<file path="src/rtl/multiword_add_sequencer.sv">
// multiword_add_sequencer
//   Adds (or, with MULTIWORD_SUB_EN defined, subtracts) two NWORDS x 32-bit
//   operands. The design uses a single 32-bit carry_bypass_adder, one word per
//   clock, starting at the least significant word.
//
// Configuration macro: MULTIWORD_SUB_EN
//   When defined, op_sub=1 gives A-B. The B words are inverted and the word-0
//   carry is forced to 1. When not defined, op_sub is latched only for the
//   debug output, and every operation is an add.
//
// Ports
//   clk, rst          clock; asynchronous active-high reset
//   start             request; accepted only in IDLE
//   op_sub, cin       operation select and carry-in, sampled with start
//   op_a, op_b        operands, word 0 = least significant
//   result            registered sum/difference (32*NWORDS)
//   cout, overflow    carry out / signed overflow of the full-width result
//   busy              high in RUN and DONE
//   done              one-cycle pulse when result is valid
//   dbg_state_o       current FSM state (IDLE=0, RUN=1, DONE=2)
//   dbg_sub_o         latched operation select of the current/last operation
//
// Handshake: start is a request-only pulse/level. It is taken on the first
// rising edge in IDLE where start=1. It is ignored in RUN and DONE, and no
// request is queued. done marks the cycle where result/cout/overflow first
// hold the new value. Those outputs then hold until the next accepted
// operation overwrites them.

module carry_bypass_adder (
  input  logic [31:0] A,
  input  logic [31:0] B,
  input  logic        Cin,
  output logic [31:0] Sum,
  output logic        Cout,
  output logic        Overflow
);
  logic [31:0] p;
  logic [8:0]  blk_c;
  logic        rip;
  logic        c31;

  // 4-bit blocks. When every bit of a block propagates, the block carry-in
  // skips straight to the next block.
  always_comb begin
    p     = A ^ B;
    Sum   = '0;
    blk_c = '0;
    rip   = 1'b0;
    c31   = 1'b0;
    blk_c[0] = Cin;
    for (int k = 0; k < 8; k++) begin
      rip = blk_c[k];
      for (int i = 0; i < 4; i++) begin
        if (k == 7 && i == 3) c31 = rip;
        Sum[k*4+i] = p[k*4+i] ^ rip;
        rip = (A[k*4+i] & B[k*4+i]) | (p[k*4+i] & rip);
      end
      blk_c[k+1] = (&p[k*4 +: 4]) ? blk_c[k] : rip;
    end
    Cout     = blk_c[8];
    Overflow = c31 ^ blk_c[8];
  end
endmodule

module multiword_add_sequencer #(
  parameter int NWORDS = 4
) (
  input  logic                 clk,
  input  logic                 rst,
  input  logic                 start,
  input  logic                 op_sub,
  input  logic                 cin,
  input  logic [32*NWORDS-1:0] op_a,
  input  logic [32*NWORDS-1:0] op_b,
  output logic [32*NWORDS-1:0] result,
  output logic                 cout,
  output logic                 overflow,
  output logic                 busy,
  output logic                 done,
  output logic [1:0]           dbg_state_o,
  output logic                 dbg_sub_o
);
  localparam int W    = 32 * NWORDS;
  localparam int IDXW = $clog2(NWORDS);

  typedef enum logic [1:0] {IDLE = 2'd0, RUN = 2'd1, DONE = 2'd2} state_t;

  state_t          state_q;
  logic [IDXW-1:0] idx_q, idx_d;
  logic            carry_q;
  logic [W-1:0]    a_q, b_q;
  logic            sub_q, cin_q;
  logic [W-1:0]    result_q, result_d;
  logic            cout_q, ovf_q, busy_q, done_q;

  logic [31:0]     word_a, word_b, add_b, add_sum;
  logic            first_c, add_cin, add_cout, add_ovf;
  logic            last_word;

  // Select the operand words for the current index.
  always_comb begin
    word_a = '0;
    word_b = '0;
    for (int w = 0; w < NWORDS; w++) begin
      if (idx_q == IDXW'(w)) begin
        word_a = a_q[w*32 +: 32];
        word_b = b_q[w*32 +: 32];
      end
    end
  end

`ifdef MULTIWORD_SUB_EN
  // Two's complement subtract: A + ~B + 1. cout=1 then means no borrow.
  assign add_b   = sub_q ? ~word_b : word_b;
  assign first_c = sub_q ? 1'b1 : cin_q;
`else
  assign add_b   = word_b;
  assign first_c = cin_q;
`endif

  assign add_cin   = (idx_q == '0) ? first_c : carry_q;
  assign last_word = (idx_q == IDXW'(NWORDS - 1));
  assign idx_d     = idx_q + 1'b1;

  carry_bypass_adder u_adder (
    .A        (word_a),
    .B        (add_b),
    .Cin      (add_cin),
    .Sum      (add_sum),
    .Cout     (add_cout),
    .Overflow (add_ovf)
  );

  // Only the word at the current index changes. The other words keep their
  // old value until their own turn.
  always_comb begin
    result_d = result_q;
    for (int w = 0; w < NWORDS; w++) begin
      if (idx_q == IDXW'(w)) result_d[w*32 +: 32] = add_sum;
    end
  end

  always_ff @(posedge clk or posedge rst) begin
    if (rst) begin
      state_q  <= IDLE;
      idx_q    <= '0;
      carry_q  <= 1'b0;
      a_q      <= '0;
      b_q      <= '0;
      sub_q    <= 1'b0;
      cin_q    <= 1'b0;
      result_q <= '0;
      cout_q   <= 1'b0;
      ovf_q    <= 1'b0;
      busy_q   <= 1'b0;
      done_q   <= 1'b0;
    end else begin
      case (state_q)
        IDLE: begin
          done_q <= 1'b0;
          if (start) begin
            a_q     <= op_a;
            b_q     <= op_b;
            sub_q   <= op_sub;
            cin_q   <= cin;
            idx_q   <= '0;
            busy_q  <= 1'b1;
            state_q <= RUN;
          end
        end
        RUN: begin
          result_q <= result_d;
          carry_q  <= add_cout;
          idx_q    <= idx_d;
          if (last_word) begin
            cout_q  <= add_cout;
            ovf_q   <= add_ovf;
            done_q  <= 1'b1;
            state_q <= DONE;
          end
        end
        DONE: begin
          done_q  <= 1'b0;
          busy_q  <= 1'b0;
          state_q <= IDLE;
        end
        default: begin
          done_q  <= 1'b0;
          busy_q  <= 1'b0;
          state_q <= IDLE;
        end
      endcase
    end
  end

  assign result      = result_q;
  assign cout        = cout_q;
  assign overflow    = ovf_q;
  assign busy        = busy_q;
  assign done        = done_q;
  assign dbg_state_o = state_q;
  assign dbg_sub_o   = sub_q;
endmodule

</file>
<file path="config.mk">
export PLATFORM = sky130hd
export DESIGN_NAME = multiword_add_sequencer
export DESIGN_NICKNAME = d
export VERILOG_FILES = /design/src/rtl/multiword_add_sequencer.sv
export SDC_FILE = /design/constraint.sdc
export NUM_CORES = 1
export LEC_CHECK = 0
export ABC_CLOCK_PERIOD_IN_PS = 19200
export BUFFER_PORTS_ARGS = -buffer_cell sky130_fd_sc_hd__buf_2
export CORE_ASPECT_RATIO = 2
export CORE_MARGIN = 3
export CORE_UTILIZATION = 55
export CTS_CLUSTER_SIZE = 16
export DETAILED_ROUTE_END_ITERATION = 10
export PLACE_DENSITY = 0.81
export SYNTH_ARGS = -nofsm -noshare
export SYNTH_HDL_FRONTEND = slang
export SYNTH_SLANG_ARGS = --single-unit
export TNS_END_PERCENT = 20
</file>
<file path="constraint.sdc">
create_clock -name clk -period 19.2 [get_ports clk]
set_input_delay 3.84 -clock clk [delete_from_list [all_inputs] [get_ports clk]]
set_output_delay 3.84 -clock clk [all_outputs]
set_load 0.01 [all_outputs]
</file>
---- Word-level counts from Yosys, hierarchy flattened ----
Index checks and enable logic that the tools add are counted.
Widths: inputs -> output; s select.
storage, ports and cells
  register bits ........................... 395
  input bits .............................. 261
  output and inout bits ................... 135
  word-level logic and storage cells ...... 198
operators by class
  $add $sub $neg .......................... 1
  equality and inequality tests ........... 6
  muxes and demuxes ....................... 26
  bitwise gates (word level) .............. 131
  reductions and logical operators ........ 19
operator list
  kind                 number
  $mux 32              8
  $and 1x1->1          64
  $xor 1x1->1          33
  $or 1x1->1           32
  $reduce_and 4->1     8
  $xor 32x32->32       1
  $reduce_and 2->1     8
  $mux 1               12
  $pmux 2 s2           2
  $mux 2               3
  $eq 2x1->1 const B   2
  $eq 2x2->1 const B   2
  $logic_not 2->1      2
  $ne 2x2->1 const B   2
  $add 2x1->2 const B  1
  $pmux 1 s2           1
  $reduce_bool 2->1    1
  $not 1->1            1

---- Depth between registers and ports, before layout ----
Gate-level depths: netlist (run 1).
  word-level depth ........................ 79
  gate-level depth with buffers ........... 61

---- Hierarchy ----
A second synthesis (run 1) with hierarchy kept.
second synthesis, totals
  cells, all modules ...................... 1334
  area total of the unflattened synthesis .. 18587.8 sq um
modules (own cells, without submodules)
  module                   instances  cells each  area each (sq um)
  multiword_add_sequencer  1          1220        17259.1
  carry_bypass_adder       1          114         1328.8

---- Least setup slack after synthesis (run 1) ----
Ideal clock, no wire load.
  path kind ............................... register -> register
  start point ............................. register idx_q[0]
  end point ............................... register result_q[31], in the netlist result[31]
  library setup time ...................... 0.125 ns
  data arrival time ....................... 17.347 ns
  required time ........................... 19.075 ns
  path slack .............................. 1.728 ns
  cell stages (with the launch flop) ...... 60
  path buffers ............................ 2
  period minus slack after synthesis ...... 17.472 ns
  cell sequence ........................... dfrtp_1 -> inv_1 -> ha_1 -> buf_2 -> buf_1 -> nand2_1 -> nor2_1 -> a21oi_1 -> nor2_1 -> a21oi_1 -> o21ai_0 -> fa_1 -> fa_1 -> fa_1 -> inv_1 -> fa_1 -> mux2_2 -> fa_1 -> [24 not listed] -> fa_1 -> fa_1 -> fa_1 -> fa_1 -> a41oi_1 -> a21oi_1 -> fa_1 -> fa_1 -> fa_1 -> fa_1 -> a21oi_1 -> nor2_2 -> fa_1 -> fa_1 -> fa_1 -> inv_1 -> fa_1 -> mux2_2
on the way
  longest elaborated chain between the ends .. 76
  elaborated cells between the ends (all ways) .. 123
  those cells by class .................... eq/ne: 3; mux: 16; bitwise: 95; reduce/logical: 9
RTL lines
  item                    line      RTL
  from (decl)             89        logic [IDXW-1:0] idx_q, idx_d;
  from (signal assigned)  174       idx_q <= idx_d;
  $logic_not 2->1         105, 121
  $mux 32 (4 in a row)    105       if (idx_q == IDXW'(w)) begin
  $xor 32x32->32          45        p = A ^ B;
  $and 1x1->1             56        rip = (A[k*4+i] & B[k*4+i]) | (p[k*4+i] & rip);
  $or 1x1->1              56
  $and 1x1->1             56
  $or 1x1->1              56
  $and 1x1->1             56
  [58 not listed]         --
  $and 1x1->1             56
  $or 1x1->1              56
  $and 1x1->1             56
  $or 1x1->1              56
  $and 1x1->1             56
  $or 1x1->1              56
  $xor 1x1->1 *           55        Sum[k*4+i] = p[k*4+i] ^ rip;
  via add_sum[31]         96        logic [31:0] word_a, word_b, add_b, add_sum;
  to (signal assigned)    172       result_q <= result_d;
  to (decl)               93        logic [W-1:0] result_q, result_d;
The timed path passes the listed nets; every way through them passes the cells marked *.
A chain may end at the register's enable or synchronous reset.

---- Final worst setup path (run 1) ----
  start point ............................. register idx_q[0]
  end point ............................... register ovf_q, in the netlist overflow
on the way
  longest elaborated chain between the ends .. 79
  elaborated cells between the ends (all ways) .. 128
  those cells by class .................... eq/ne: 3; mux: 17; bitwise: 98; reduce/logical: 10
RTL lines
  item                  line      RTL
  $logic_not 2->1       105, 121
  $mux 32 (4 in a row)  105
  $xor 32x32->32        45
  $and 1x1->1           56
  $or 1x1->1            56
  $and 1x1->1           56
  $or 1x1->1            56
  $and 1x1->1           56
  [60 not listed]       --
  $and 1x1->1           56
  $or 1x1->1            56
  $and 1x1->1           56
  $or 1x1->1            56
  $and 1x1->1           56
  $or 1x1->1            56
  $mux 1                58        blk_c[k+1] = (&p[k*4 +: 4]) ? blk_c[k] : rip;
  $xor 1x1->1           61        Overflow = c31 ^ blk_c[8];
  to (signal assigned)  177       ovf_q <= add_ovf;
  to (decl)             94        logic cout_q, ovf_q, busy_q, done_q;
Parallel ways exist; a longest one is shown, timed or not.

==> results of run 1 <==
## state kept, by name, summed over array words and instances (netlist names)
name         flops
busy             1
a_q            128
done             1
dbg_state_o      2
b_q            128
dbg_sub_o        1
overflow         1
result         128
cout             1
carry_q          1
idx_q            2
cin_q            1
## metrics by stage
step / hold WS (ps) / total power (µW) / util, % / cells
after global routing: 495 / 4580 / 66.3 / 2868
after global placement: 456 / 3440 / 62.8 / 2805
final: 478 / 4260 / 66.3 / 2868
after detailed placement: 463 / 3540 / 62.8 / 2805
after floorplan: 445 / 2770 / - / 2098
after CTS: 479 / 4270 / 66.3 / 2868
## routing by layer
metal  track usage, %  part of all wire, %  up-vias  wire length, µm
met4             17.8                  6.7        0             3620
met2             51.3                   51      667            27400
met1             36.2                   37     7424            19900
met5                0                    0        -                0
met3             3.15                  5.5      156             2940
li1                 -                    -     7296                -
## worst max path at each step
stage                        to     start  cells past startpoint
floorplan            result[31]  idx_q[0]                     59
global placement    result[127]  idx_q[0]                     58
detailed placement     overflow  idx_q[0]                     60
CTS                    overflow  idx_q[0]                     60
global route           overflow  idx_q[0]                     60
finish                 overflow  idx_q[0]                     60
## layout make-up
cell class	instances	area [µm²]	share of cell area (%)
clock inverters	11	130	0.604
inverters	39	154	0.715
flip-flops and latches	395	9880	45.9
multi-input cells	1532	7690	35.7
repair buffers	412	2130	9.89
well taps	427	534	2.48
clock buffers	52	1010	4.69
## worst max-delay path, delay by kind of cell (launching register included)
family	cells	cell delay (ps)
fa+ha+maj	33	13760
compound gates	10	1840
buf+inv	7	820
simple gates	7	780
mux	2	620
flops	1	480
xor+xnor	1	130
## logic make-up after synthesis
group	Yosys count	share of synthesized area, %
buf+inv	171	3.82
simple gates	1094	23.6
flops	395	54.3
compound gates	349	11.0
mux	20	1.22
fa+ha+maj	68	5.99
xor+xnor	1	0.0481
## cell usage in the layout, fill, tap and decap left out, types with 2 or more instances in the layout
cell type / count
sky130_fd_sc_hd__nand2_1: 932
sky130_fd_sc_hd__and3_1: 2
sky130_fd_sc_hd__nand3b_1: 30
sky130_fd_sc_hd__a21o_1: 56
sky130_fd_sc_hd__buf_4: 15
sky130_fd_sc_hd__mux2_2: 18
sky130_fd_sc_hd__nand2_2: 4
sky130_fd_sc_hd__buf_2: 395
sky130_fd_sc_hd__a22oi_1: 30
sky130_fd_sc_hd__ha_1: 33
sky130_fd_sc_hd__clkbuf_8: 5
sky130_fd_sc_hd__nor2_1: 106
sky130_fd_sc_hd__clkinv_2: 4
sky130_fd_sc_hd__o21ai_0: 123
sky130_fd_sc_hd__dfrtp_1: 395
sky130_fd_sc_hd__inv_6: 2
sky130_fd_sc_hd__nand2b_1: 2
sky130_fd_sc_hd__clkbuf_1: 11
sky130_fd_sc_hd__inv_1: 38
sky130_fd_sc_hd__fa_1: 32
sky130_fd_sc_hd__ha_4: 3
sky130_fd_sc_hd__clkbuf_16: 36
sky130_fd_sc_hd__a21oi_1: 131
sky130_fd_sc_hd__nand4_1: 5
sky130_fd_sc_hd__buf_12: 2
sky130_fd_sc_hd__bufinv_16: 2
sky130_fd_sc_hd__mux2i_1: 2
## power by group through the flow
stage,Combinational (µW),Clock [µW],Sequential [µW]
floorplan,1300,0,1470
global placement,1980,0,1460
detailed placement,2070,0,1480
CTS,2090,717,1470
global route,2320,750,1510
finish,2080,710,1470
==> tab_implementation.tex, run 1 <==
\begin{tabular}{lr}
\hline
Metric & Value \\
\hline
\multicolumn{2}{l}{\textbf{Run status}} \\
Outcome & finished clean \\
\multicolumn{2}{l}{\textbf{Clock network}} \\
Sinks on the clock net & 395 \\
Clock insertion delay at the later pin of the skew report & 540 ps \\
Maximum buffer depth of the clock tree & 3 \\
Reg clk slew, reported paths & 70 ps \\
Clock tree from TritonCTS & done \\
Quantity of gates resized following cts & 0 \\
H-tree depth & 2 \\
Total CTS buffers & 35 \\
Buffers inserted by post-CTS timing repair & 0 \\
Clk root buf & sky130\_fd\_sc\_hd\_\_clkbuf\_16 \\
CTS Hold Bufs & 0 \\
\multicolumn{2}{l}{\textbf{Logic synthesis}} \\
Synth Net Count & 2,427 \\
Top-count cell post-synth & sky130\_fd\_sc\_hd\_\_nand2\_1 \\
Total number of yosys warnings & 0 \\
Share of the synthesized area in the top cell type & 54.3\% \\
Synth top area cells & sky130\_fd\_sc\_hd\_\_dfrtp\_1 (54\%), sky130\_fd\_sc\_hd\_\_nand2\_1 (19\%), sky130\_fd\_sc\_hd\_\_a21oi\_1 (3.6\%) \\
Flops \& latches, synth & 395 \\
Post-synthesis cell type with the largest combined area & sky130\_fd\_sc\_hd\_\_dfrtp\_1 \\
Most used standard cells in the synthesized netlist & sky130\_fd\_sc\_hd\_\_nand2\_1 (936), sky130\_fd\_sc\_hd\_\_dfrtp\_1 (395), sky130\_fd\_sc\_hd\_\_a21oi\_1 (132) \\
Mapped Cells & 2,098 \\
Post-synth ARST share & 100\% \\
Share of synthesized area occupied by flip-flops and latches & 54.3\% \\
Syn Area/Cell & 8.68 µm² \\
Flip-flop cell with the highest count after synthesis & sky130\_fd\_sc\_hd\_\_dfrtp\_1 \\
Synthesized area & 18,200 µm² \\
Synth unique cells & 42 \\
Number of flops mapped to enable cells by yosys & 0 \\
\multicolumn{2}{l}{\textbf{Worst setup path}} \\
Critical Path Sink Type & register \\
Data required, critical path & 19,610 ps \\
Worst r2r src & idx\_q[0] \\
Critical Path Slowest Stage Cell & sky130\_fd\_sc\_hd\_\_fa\_1 \\
Critical path launch point type & register \\
Reg2reg end & overflow \\
Worst-case register-to-register setup slack & 620 ps \\
Worst EP arrival & 18,990 ps \\
Worst R2R Path Depth & 60 \\
Critical path type & reg -> reg \\
Largest incremental delay on the critical path & 490 ps \\
Crit-path most repeated cell & sky130\_fd\_sc\_hd\_\_fa\_1 \\
Highest fanout seen on the critical path & 15 \\
\multicolumn{2}{l}{\textbf{Route}} \\
Initial drt markers & 1,302 \\
Number of vias per cell & 5.42 \\
Count of antenna-violating nets left after detailed routing & 0 \\
Number of iterations in the first detailed-routing pass & 5 \\
Routed length per placed instance & 18.8 µm \\
Vias & 15,500 \\
Remaining DRCs & 0 \\
Final routed wirelength across all metal layers & 53,900 µm \\
\multicolumn{2}{l}{\textbf{Global routing}} \\
Total grt overflow & 0 \\
Total track usage & 29.9\% \\
Vias in the first global route & 15,600 \\
Largest net degree at the start of global routing & 261 \\
Number of antenna violations at the first check in global routing & 0 \\
Global-route wire length before repair & 83,200 µm \\
\multicolumn{2}{l}{\textbf{Worst hold path}} \\
Hold/Removal Path Class & reg -> reg \\
Worst hold endpoint & b\_q[20] \\
Launch instance of the worst min-delay path & b\_q[20] \\
Instance count along the most critical hold path & 2 \\
\multicolumn{2}{l}{\textbf{Power and ir drop}} \\
Worst ir drop on vdd & 0.125 mV \\
Clock power share & 16.7\% \\
Power per cell area & 198 nW/µm² \\
Combinational share of power & 48.8\% \\
Leakage power figure & 0.0118 µW \\
Sequential fraction of design power & 34.5\% \\
Switching power share of the total & 44.7\% \\
Sw power & 1910 µW \\
Internal cell power & 2360 µW \\
\multicolumn{2}{l}{\textbf{Place}} \\
Post-Place Setup Slack & 601 ps \\
Number of I/O port buffers & 395 \\
GP Congestion & 0.988 \\
Total placed instance area & 20,400 µm² \\
DPL Wire Length & 39,600 µm \\
\multicolumn{2}{l}{\textbf{STA}} \\
Relative slew slack & 18.4\% \\
Fin Clk Skew & 12.8 ps \\
RSZ-0062 raised after global routing & no \\
Slew Limit Fails & 0 \\
Post-layout worst setup margin & 621 ps \\
Fraction of the cycle the final worst path needs & 96.8\% \\
Final hold violation count & 0 \\
Setup TNS & 0 ps \\
Max Clk Rate & 53.8 MHz \\
Number of setup violations in the final report & 0 \\
Min cycle time layout & 18,580 ps \\
Worst slew pin tran & 1220 ps \\
\multicolumn{2}{l}{\textbf{Floorplanning}} \\
I/O pins & 396 \\
Core Rows & 93 \\
Horizontal die dimension & 135 µm \\
Vertical extent of the die & 263 µm \\
Die Area & 35,500 µm² \\
Starting density of the core & 56.1\% \\
Area of the placeable core & 32,500 µm² \\
\multicolumn{2}{l}{\textbf{Cells and area}} \\
Antenna diodes & 0 \\
Ratio of cells with drive above 1 in the final layout & 20.5\% \\
Filler Cell Count & 2,667 \\
Design Area, Final & 21,500 µm² \\
Net count, final & 2,744 \\
Synth-to-layout area growth & 18.2\% \\
\multicolumn{2}{l}{\textbf{Flow run}} \\
Number of violations of the max-capacitance limit & 0 \\
\hline
\end{tabular}
(Power assumes the default switching activity.)
==> run 2, diff against run 1 <==
- BUFFER_PORTS_ARGS: -buffer_cell sky130_fd_sc_hd__buf_2 -> -buffer_cell sky130_fd_sc_hd__clkbuf_2
==> tab_implementation.tex, run 2 (synthesis gave the netlist of run 1 again) <==
\begin{tabular}{lr}
\hline
Metric & Value \\
\hline
\multicolumn{2}{l}{\textbf{Place}} \\
GP Congestion & 0.960 \\
Post-Place Setup Slack & 307 ps \\
DPL Wire Length & 39,700 µm \\
Number of I/O port buffers & 395 \\
\multicolumn{2}{l}{\textbf{Clock network}} \\
CTS Hold Bufs & 0 \\
H-tree depth & 2 \\
Clk root buf & sky130\_fd\_sc\_hd\_\_clkbuf\_16 \\
Maximum buffer depth of the clock tree & 3 \\
Sinks on the clock net & 395 \\
Clock insertion delay at the later pin of the skew report & 540 ps \\
Clock tree from TritonCTS & done \\
Reg clk slew, reported paths & 80 ps \\
Total CTS buffers & 34 \\
\multicolumn{2}{l}{\textbf{Worst setup path}} \\
Worst r2r src & idx\_q[1] \\
Critical Path Sink Type & register \\
Highest fanout seen on the critical path & 32 \\
Critical Path Slowest Stage Cell & sky130\_fd\_sc\_hd\_\_fa\_1 \\
Data required, critical path & 19,610 ps \\
Critical path type & reg -> reg \\
Critical path launch point type & register \\
Critical Path Source & idx\_q[1] \\
Crit-path most repeated cell & sky130\_fd\_sc\_hd\_\_fa\_1 \\
Worst EP arrival & 19,000 ps \\
Largest incremental delay on the critical path & 500 ps \\
\multicolumn{2}{l}{\textbf{Cells and area}} \\
Leading cell type in the layout, fill and taps excluded & sky130\_fd\_sc\_hd\_\_nand2\_1 \\
Area taken by flip-flops and latches & 9880 µm² \\
Leading cell types in the layout, fill and taps excluded & sky130\_fd\_sc\_hd\_\_nand2\_1 (932), sky130\_fd\_sc\_hd\_\_dfrtp\_1 (395), sky130\_fd\_sc\_hd\_\_clkbuf\_2 (395) \\
Net count, final & 2,743 \\
Area taken by multi-input logic gates & 7700 µm² \\
Filler Cell Count & 2,662 \\
Antenna diodes & 0 \\
Ratio of cells with drive above 1 in the final layout & 20.6\% \\
Synth-to-layout area growth & 18.4\% \\
\multicolumn{2}{l}{\textbf{Global routing}} \\
Number of antenna violations at the first check in global routing & 0 \\
Largest net degree at the start of global routing & 261 \\
Vias in the first global route & 15,900 \\
Total grt overflow & 0 \\
Total track usage & 30.2\% \\
Global-route wire length before repair & 84,500 µm \\
\multicolumn{2}{l}{\textbf{Floorplanning}} \\
Starting density of the core & 56.1\% \\
Die Area & 35,500 µm² \\
Vertical extent of the die & 263 µm \\
Core Rows & 93 \\
Area of the placeable core & 32,500 µm² \\
I/O pins & 396 \\
Horizontal die dimension & 135 µm \\
\multicolumn{2}{l}{\textbf{Power and ir drop}} \\
Leakage power figure & 0.0118 µW \\
Power per cell area & 199 nW/µm² \\
Worst ir drop on vdd & 0.103 mV \\
\multicolumn{2}{l}{\textbf{Route}} \\
Count of antenna-violating nets left after detailed routing & 0 \\
Number of iterations in the first detailed-routing pass & 6 \\
Remaining DRCs & 0 \\
Final routed wirelength across all metal layers & 53,500 µm \\
Vias & 15,500 \\
Number of vias per cell & 5.41 \\
Routed length per placed instance & 18.7 µm \\
Initial drt markers & 1,161 \\
\multicolumn{2}{l}{\textbf{STA}} \\
Fin Clk Skew & 19.1 ps \\
Max Clk Rate & 53.8 MHz \\
Setup TNS & 0 ps \\
Relative slew slack & 22.1\% \\
Number of setup violations in the final report & 0 \\
Slew Limit Fails & 0 \\
Worst slew pin tran & 1160 ps \\
Final hold violation count & 0 \\
Fraction of the cycle the final worst path needs & 96.8\% \\
Min cycle time layout & 18,590 ps \\
Post-layout worst setup margin & 607 ps \\
RSZ-0062 raised after global routing & no \\
\multicolumn{2}{l}{\textbf{Worst hold path}} \\
Launch instance of the worst min-delay path & a\_q[16] \\
Hold/Removal Path Class & reg -> reg \\
\multicolumn{2}{l}{\textbf{Run status}} \\
Outcome & finished clean \\
\multicolumn{2}{l}{\textbf{Flow run}} \\
Number of violations of the max-capacitance limit & 0 \\
\hline
\end{tabular}
-- run 2: cell types whose count changed in the layout (fill, tap and decap cells not counted), moves of 3 or more --
cell                       change
sky130_fd_sc_hd__clkinv_2      +3
sky130_fd_sc_hd__buf_2       -395
sky130_fd_sc_hd__clkbuf_2    +395
sky130_fd_sc_hd__clkbuf_8      -3
sky130_fd_sc_hd__clkbuf_1      -6
-- run 2: power by group --
group	internal, µW	switching (µW)	leakage (µW)	total [µW]
sequential	1230	244	0.00493	1470
clock	413	312	0.000561	725
combinational	735	1350	0.00632	2090
-- run 2: worst paths after layout --
kind | endpoint | slack, ps | cells after the start
min in group asynchronous | b_q[125] | 3360 | 2
setup reg to reg | overflow | 610 | 56
setup / recovery | overflow | 610 | 56
hold reg to reg | a_q[16] | 480 | 2
max in group asynchronous | a_q[14] | 14320 | 3
hold / removal | a_q[16] | 480 | 2
-- run 2: worst max-delay path, delay by kind of cell (launching register included) --
| kind | cells | cell delay (ps) |
|---|---|---|
| adder cells (fa/ha/maj) | 31 | 13530 |
| XOR/XNOR | 1 | 100 |
| AND/OR/NAND/NOR | 5 | 660 |
| multiplexers | 2 | 630 |
| buffers and inverters | 7 | 1070 |
| AO/OA/AOI/OAI | 10 | 2000 |
| flip-flops | 1 | 460 |
-- run 2: per-layer routing --
metal,global-route usage (%),up-vias,wire length (µm)
met2,51.6,633,27100
li1,-,7293,-
met3,3.86,172,3100
met1,36.0,7398,19600
met5,0,-,0
met4,18.2,0,3760
-- run 2: repair_timing --
action | CTS | global route
setup buffers | 0 | 1
resized for setup | 0 | 5
hold endpoints to repair | 0 | 0
endpoints found under the setup margin | 0 | 7
-- run 2: area by class of cell --
cell class	count	area share, %
well taps	427	2.48
multi-input cells	1532	35.7
clock inverters	14	0.824
inverters	39	0.714
clock buffers	44	4.51
flip-flops and latches	395	45.8
repair buffers	412	9.93
-- run 2: stage by stage --
step | hold WS, ps | cells | util (%) | area (µm²) | total power, µW
2_1_floorplan | 445 | 2098 | - | 18200 | 2770
3_3_place_gp | 459 | 2804 | 62.8 | 20400 | 3450
3_5_place_dp | 462 | 2804 | 62.8 | 20400 | 3550
4_1_cts | 478 | 2862 | 66.3 | 21500 | 4280
5_1_grt | 491 | 2863 | 66.4 | 21600 | 4610
6_report | 476 | 2863 | 66.4 | 21600 | 4280
